$ cat src/rtl/apbdma_apb_wr_backend.sv
// Write-side backend of the APB DMA: turns each midend write beat into one APB4 write
// transfer at an incrementing destination address, for a programmed number of beats.
module apbdma_apb_wr_backend #(
    parameter int AddrWidth = 32,
    parameter int DataWidth = 32,
    parameter int StrbWidth = DataWidth / 8,
    parameter int LenWidth  = 16
) (
    input  logic                 pclk,
    input  logic                 preset,
    input  logic                 start_i,
    input  logic [AddrWidth-1:0] dst_addr_i,
    input  logic [LenWidth-1:0]  len_i,
    output logic                 busy_o,
    output logic                 done_o,
    output logic                 err_o,
    input  logic [DataWidth-1:0] w_data_i,
    input  logic [StrbWidth-1:0] w_strb_i,
    input  logic                 w_valid_i,
    output logic                 w_ready_o,
    output logic [AddrWidth-1:0] paddr_o,
    output logic                 psel_o,
    output logic                 penable_o,
    output logic                 pwrite_o,
    output logic [DataWidth-1:0] pwdata_o,
    output logic [StrbWidth-1:0] pstrb_o,
    output logic [2:0]           pprot_o,
    input  logic                 pready_i,
    input  logic                 pslverr_i
);

    typedef enum logic [2:0] {
        S_IDLE,
        S_WAIT_BEAT,
        S_SETUP,
        S_ACCESS,
        S_FINISH
    } state_t;

    state_t               r_state;
    state_t               w_state_next;
    logic [AddrWidth-1:0] r_addr;
    logic [AddrWidth-1:0] r_paddr;
    logic [LenWidth-1:0]  r_count;
    logic [DataWidth-1:0] r_data;
    logic [StrbWidth-1:0] r_strb;
    logic                 r_err;

    always_ff @(posedge pclk or posedge preset) begin
        if (preset) begin
            r_state <= S_IDLE;
        end else begin
            r_state <= w_state_next;
        end
    end

    always_comb begin
        w_state_next = r_state;
        busy_o       = 1'b1;
        done_o       = 1'b0;
        w_ready_o    = 1'b0;
        psel_o       = 1'b0;
        penable_o    = 1'b0;
        case (r_state)
            S_IDLE: begin
                busy_o = 1'b0;
                if (start_i) begin
                    w_state_next = (len_i == '0) ? S_FINISH : S_WAIT_BEAT;
                end
            end
            S_WAIT_BEAT: begin
                w_ready_o = 1'b1;
                if (w_valid_i) begin
                    w_state_next = S_SETUP;
                end
            end
            S_SETUP: begin
                psel_o       = 1'b1;
                w_state_next = S_ACCESS;
            end
            S_ACCESS: begin
                psel_o    = 1'b1;
                penable_o = 1'b1;
                if (pready_i) begin
                    if (pslverr_i || (r_count == LenWidth'(1))) begin
                        w_state_next = S_FINISH;
                    end else begin
                        w_state_next = S_WAIT_BEAT;
                    end
                end
            end
            S_FINISH: begin
                done_o       = 1'b1;
                w_state_next = S_IDLE;
            end
            default: begin
                w_state_next = S_IDLE;
            end
        endcase
    end

    // The APB-facing address/data/strobe registers load only on a beat capture, so
    // they hold their last transfer's values while the bus is idle.
    always_ff @(posedge pclk or posedge preset) begin
        if (preset) begin
            r_addr  <= '0;
            r_paddr <= '0;
            r_count <= '0;
            r_data  <= '0;
            r_strb  <= '0;
            r_err   <= 1'b0;
        end else begin
            case (r_state)
                S_IDLE: begin
                    if (start_i) begin
                        r_addr  <= dst_addr_i;
                        r_count <= len_i;
                        r_err   <= 1'b0;
                    end
                end
                S_WAIT_BEAT: begin
                    if (w_valid_i) begin
                        r_data  <= w_data_i;
                        r_strb  <= w_strb_i;
                        r_paddr <= r_addr;
                    end
                end
                S_ACCESS: begin
                    if (pready_i) begin
                        if (pslverr_i) begin
                            r_err <= 1'b1;
                        end else begin
                            r_addr  <= r_addr + AddrWidth'(StrbWidth);
                            r_count <= r_count - LenWidth'(1);
                        end
                    end
                end
                default: begin
                end
            endcase
        end
    end

    assign err_o    = r_err;
    assign paddr_o  = r_paddr;
    assign pwdata_o = r_data;
    assign pstrb_o  = r_strb;
    assign pwrite_o = psel_o;
    assign pprot_o  = 3'b000;

endmodule

$ cat config.mk
export PLATFORM = sky130hd
export DESIGN_NAME = apbdma_apb_wr_backend
export DESIGN_NICKNAME = d
export VERILOG_FILES = /design/src/rtl/apbdma_apb_wr_backend.sv
export SDC_FILE = /design/constraint.sdc
export NUM_CORES = 1
export LEC_CHECK = 0
export ABC_CLOCK_PERIOD_IN_PS = 4200
export BUFFER_PORTS_ARGS = -buffer_cell sky130_fd_sc_hd__buf_4
export CORE_UTILIZATION = 40
export CTS_CLUSTER_SIZE = 20
export DETAILED_ROUTE_END_ITERATION = 7
export HOLD_SLACK_MARGIN = 0.05
export PLACE_DENSITY = 0.63
export SKIP_CTS_REPAIR_TIMING = 1
export SLEW_MARGIN = 20
export SYNTH_ARGS = -nofsm -noshare
export SYNTH_HDL_FRONTEND = slang
export SYNTH_SLANG_ARGS = --single-unit
export TNS_END_PERCENT = 10
$ cat constraint.sdc
create_clock -name pclk -period 4.2 [get_ports pclk]
set_clock_uncertainty 0.15 [all_clocks]
set_input_delay 0.84 -clock pclk [delete_from_list [all_inputs] [get_ports pclk]]
set_output_delay 0.84 -clock pclk [all_outputs]
set_load 0.01 [all_outputs]
; ---- Word level (Yosys, flattened, before mapping)
; Index checks and enable logic that the tools add are counted.
[totals]
input_bits = 90
out_inout_bits = 78
ff_bits = 120
elab_cells = 51
[classes]
n_reduce_logical = 9
n_eq_ne = 10
muxes = 23
add_sub_neg = 2
[ops]
columns = cell, n
row1 = two-way mux 32 bit, 3
row2 = one-hot mux 32 bit (2 select lines), 1
row3 = two-way mux 16 bit, 3
row4 = "adder 32 x 3 -> 32 bit, second input constant", 1
row5 = one-hot mux 16 bit (2 select lines), 1
row6 = "== test 16 x 1 -> 1 bit, second input constant", 1
row7 = logical NOT 16 bit, 1
row8 = "subtractor 16 x 1 -> 16 bit, second input constant", 1
row9 = two-way mux 3 bit, 5
row10 = one-hot mux 3 bit (4 select lines), 1
row11 = "inequality test 2 bit, second input constant", 5
row12 = two-way mux 1 bit, 8
row13 = AND reduction 4 bit, 2
row14 = "== test 3 x 2 -> 1 bit, second input constant", 2
row15 = "== test 3 x 1 -> 1 bit, second input constant", 1
row16 = "== test 3 bit, second input constant", 1
row17 = logical NOT 3 bit, 1
row18 = AND reduction 3 bit, 1
row19 = one-hot mux 1 bit (2 select lines), 1
row20 = AND reduction 2 bit, 1
row21 = nonzero test 2 bit, 1
row22 = OR reduction 2 bit, 1
row23 = logical OR 1 bit, 1

; ---- Depth between registers and ports, before layout
[logic_depth]
word_depth = 5
mapped_depth = 10
ltp_nobuf = 7

; ---- Worst setup path after synthesis
; No wires, ideal clock.
[synth_path]
path_type = reg2out
from = register r_state[1]
to = output penable_o
slack_ns = 1.736
n_path_buf = 4
t_arrival_ns = 1.474
t_required_ns = 3.210
stages_incl_launch_ff = 8
cell_sequence = dfrtp_1 -> buf_2 -> nor2b_1 -> clkbuf_1 -> nand2_2 -> inv_2 -> buf_4 -> buf_2
[synth_via]
elab_chain_len = 2
[synth_rtl]
columns = element, line_no
row1 = "start, declared", 40  ; state_t r_state;
row2 = "start signal, assigned", 53  ; r_state <= w_state_next;
row3 = == test 3 x 2 -> 1 bit, 64  ; case (r_state)
row4 = two-way mux 1 bit, 64
row5 = "end, declared", 23  ; output logic penable_o,
; No other way between the ends.

; ---- Worst setup path after layout
; Same ends and word-level chain as after synthesis.

==> impl_metrics.py <==
metrics = {
    "floorplanning": {
        "core_area_um2": 14500,
        "start_util_pct": 41.0,
        "chipHeight_um": 124,
        "io-pin-count": 168,
        "rows": 44,
        "die_area_um2": 15400,
        "fp.dieW_um": 124,
    },
    "synth": {
        "synth.top_cell.area_share_pct": 50.4,
        "yosys.area.top_type": "dfrtp_1",
        "syn_area_um2": 5950,
        "synth-main-ff-cell": "dfrtp_1",
        "synth_edf_count": 0,
        "ys_seq_area_share_pct": 50.4,
        "synth.distinct_cells": 59,
        "yosysWarnings": 0,
        "synth_area_leaders": "dfrtp_1, mux2_2, a21oi_1",
        "synth_seq_cells": 120,
        "synthCells": 573,
        "async_flop_share_pct": 100,
        "synth_area_per_cell_um2": 10.4,
    },
    "cells_and_area": {
        "final_common_cell": "buf_4",
        "finalNetCount": 821,
        "diodes": 0,
        "drive_above_1_share_pct": 38.7,
        "final_cell_mix": "buf_4, dfrtp_1, mux2_2",
        "utilization_pct": 54.4,
        "area_growth_pct": 32.8,
    },
    "critical_path": {
        "crit_start": "r_state[1]",
        "cp.required_ns": 3.21,
        "cp-end-kind": "output pin",
        "crit_type": "reg2out",
        "cp_max_fo": 37,
        "cp.arrival_ns": 2.02,
        "r2r-start": "r_state[1]",
        "startpoint_type": "flop",
    },
    "worst_hold_path": {
        "hp-class": "reg2reg",
        "worstHoldStart": "r_addr[1]",
    },
    "sta": {
        "hold_viol": 0,
        "rsz0062_at_grt": "false",
        "fin_hold_ws_ns": 0.325,
        "fmax_mhz": 332,
        "setup_ws_ns": 1.19,
        "slew-limit-headroom_pct": 36.8,
        "finalSetupViolations": 0,
        "tightest_slew_ns": 0.941,
        "layout_worst_path_cycle_share_pct": 71.7,
        "tns_ns": 0,
        "period_needed_ns": 3.01,
        "drv_slew": 0,
    },
    "clocking": {
        "clk_path_buf_depth": 2,
        "clock_latency_ns": 0.42,
        "cts_tree": "done",
        "cts_root_buf": "clkbuf_16",
        "clkTransAtPathRegs_ns": 0.06,
        "cts_num_sinks": 120,
        "htreeDepth": 4,
        "cts_buffers": 17,
    },
    "route": {
        "drtIter0Drc": 341,
        "first_pass_iters": 7,
        "detail-route-antenna-nets": 0,
        "routed_wirelength_mm": 16.3,
        "vias": 5232,
        "remaining_drc_errors": 0,
        "avgViaCountPerCell": 5.66,
        "avgRoutedWirePerCell_um": 17.6,
    },
    "placement": {
        "port_buffers": 164,
        "gp_congestion": 0.861,
        "pre_cts_ws_ns": 1.26,
        "dpl.hpwl_mm": 11.6,
    },
    "global_route": {
        "grt_pass1_wl_mm": 25.3,
        "grt_max_degree": 71,
        "antenna_found_initial": 0,
        "grt-ovfl-total": 0,
        "grt.total_usage_pct": 21.7,
        "grt_pass1_vias": 4925,
    },
    "run_status": {
        "status": "completed",
    },
    "pwr": {
        "p_leak_nw": 3.40,
        "ir_drop_v": 0.000320,
        "power.density_nw_per_um2": 800,
    },
    "flow_run": {
        "maxCapViolCount": 0,
    },
}
==> power breakdown <==
group / switching, mW / total, mW / internal, mW / leakage [nW]
Sequential: 0.550 / 2.30 / 1.75 / 1.39
Clock: 0.541 / 1.41 / 0.872 / 0.275
Combinational: 1.31 / 2.62 / 1.31 / 1.74
Total: 2.40 / 6.33 / 3.93 / 3.40
==> logic make-up after synthesis <==
group / share of synthesized area [%]
and+or+nand+nor: 16.9
AOI/OAI and AO/OA: 14.8
DFF: 50.4
muxes: 13.0
buffers and inverters: 4.16
adders and majority gates: 0.630
other: 0.0630
==> area by class of cell <==
type	instances	area [um2]
tap	184	230
sequential	120	3000
timing repair buffer	172	1320
multi-input combinational	403	2730
inverter	14	55.1
clock buffer	17	425
clock inverter	15	154
fill	1301	6630
==> worst max-delay path, cell delays in order (launching register included) <==
cell and delay, ns:
dfrtp_1 0.48, nor2b_1 0.20, nand2_2 0.08, buf_4 0.37, inv_2 0.24, buf_4 0.20
==> cells in the mapped netlist (all sizes together) (2+ instances only) <==
cell type    n
dfrtp      120
mux2        68
a21oi       53
nand2       52
o21ai       31
buf         29
nand3       27
o22ai       22
nor2        19
nor3        18
inv         14
nand4       14
nor4        10
clkbuf       9
a2bb2oi      8
and3         8
nor3b        8
a31oi        6
or3          5
a22oi        4
and2         3
and4         3
ha           3
nor4b        3
o32ai        3
or4          3
a211oi       2
a21o         2
nand3b       2
nand4b       2
nor2b        2
o211ai       2
o21a         2
or3b         2
==> state kept, by name (all words and copies together), names as in the netlist <==
name      cells
err_o         1
paddr_o      32
pstrb_o       4
pwdata_o     32
r_addr       32
r_count      16
r_state       3
==> final timing paths <==
path	end	slack, ns	cells after the start
max in group asynchronous	r_count[12]	2.65	3
worst max register to register	r_addr[21]	1.41	8
min in group asynchronous	pwdata_o[18]	0.48	2
worst max-delay path	penable_o	1.19	5
worst min-delay path	r_addr[1]	0.32	2
worst min register to register	r_addr[1]	0.32	2
==> through the flow <==
stage,area (um2),total power [mW],std cells
finish,7910,6.33,925
global route,7910,6.78,925
CTS,7910,6.38,925
detailed placement,7330,4.94,893
global placement,7330,4.84,893
floorplan,5960,3.85,575
==> per-layer routing <==
metal | up-vias | part of all wire, % | routed length [um] | global-route usage (%)
li1 | 2458 | - | - | -
met1 | 2560 | 44 | 7090 | 28.3
met2 | 191 | 48 | 7810 | 34.3
met3 | 23 | 6.1 | 998 | 5.27
met4 | 0 | 2.1 | 342 | 8.93
met5 | - | 0 | 0 | 0
(Power assumes the default switching activity.)
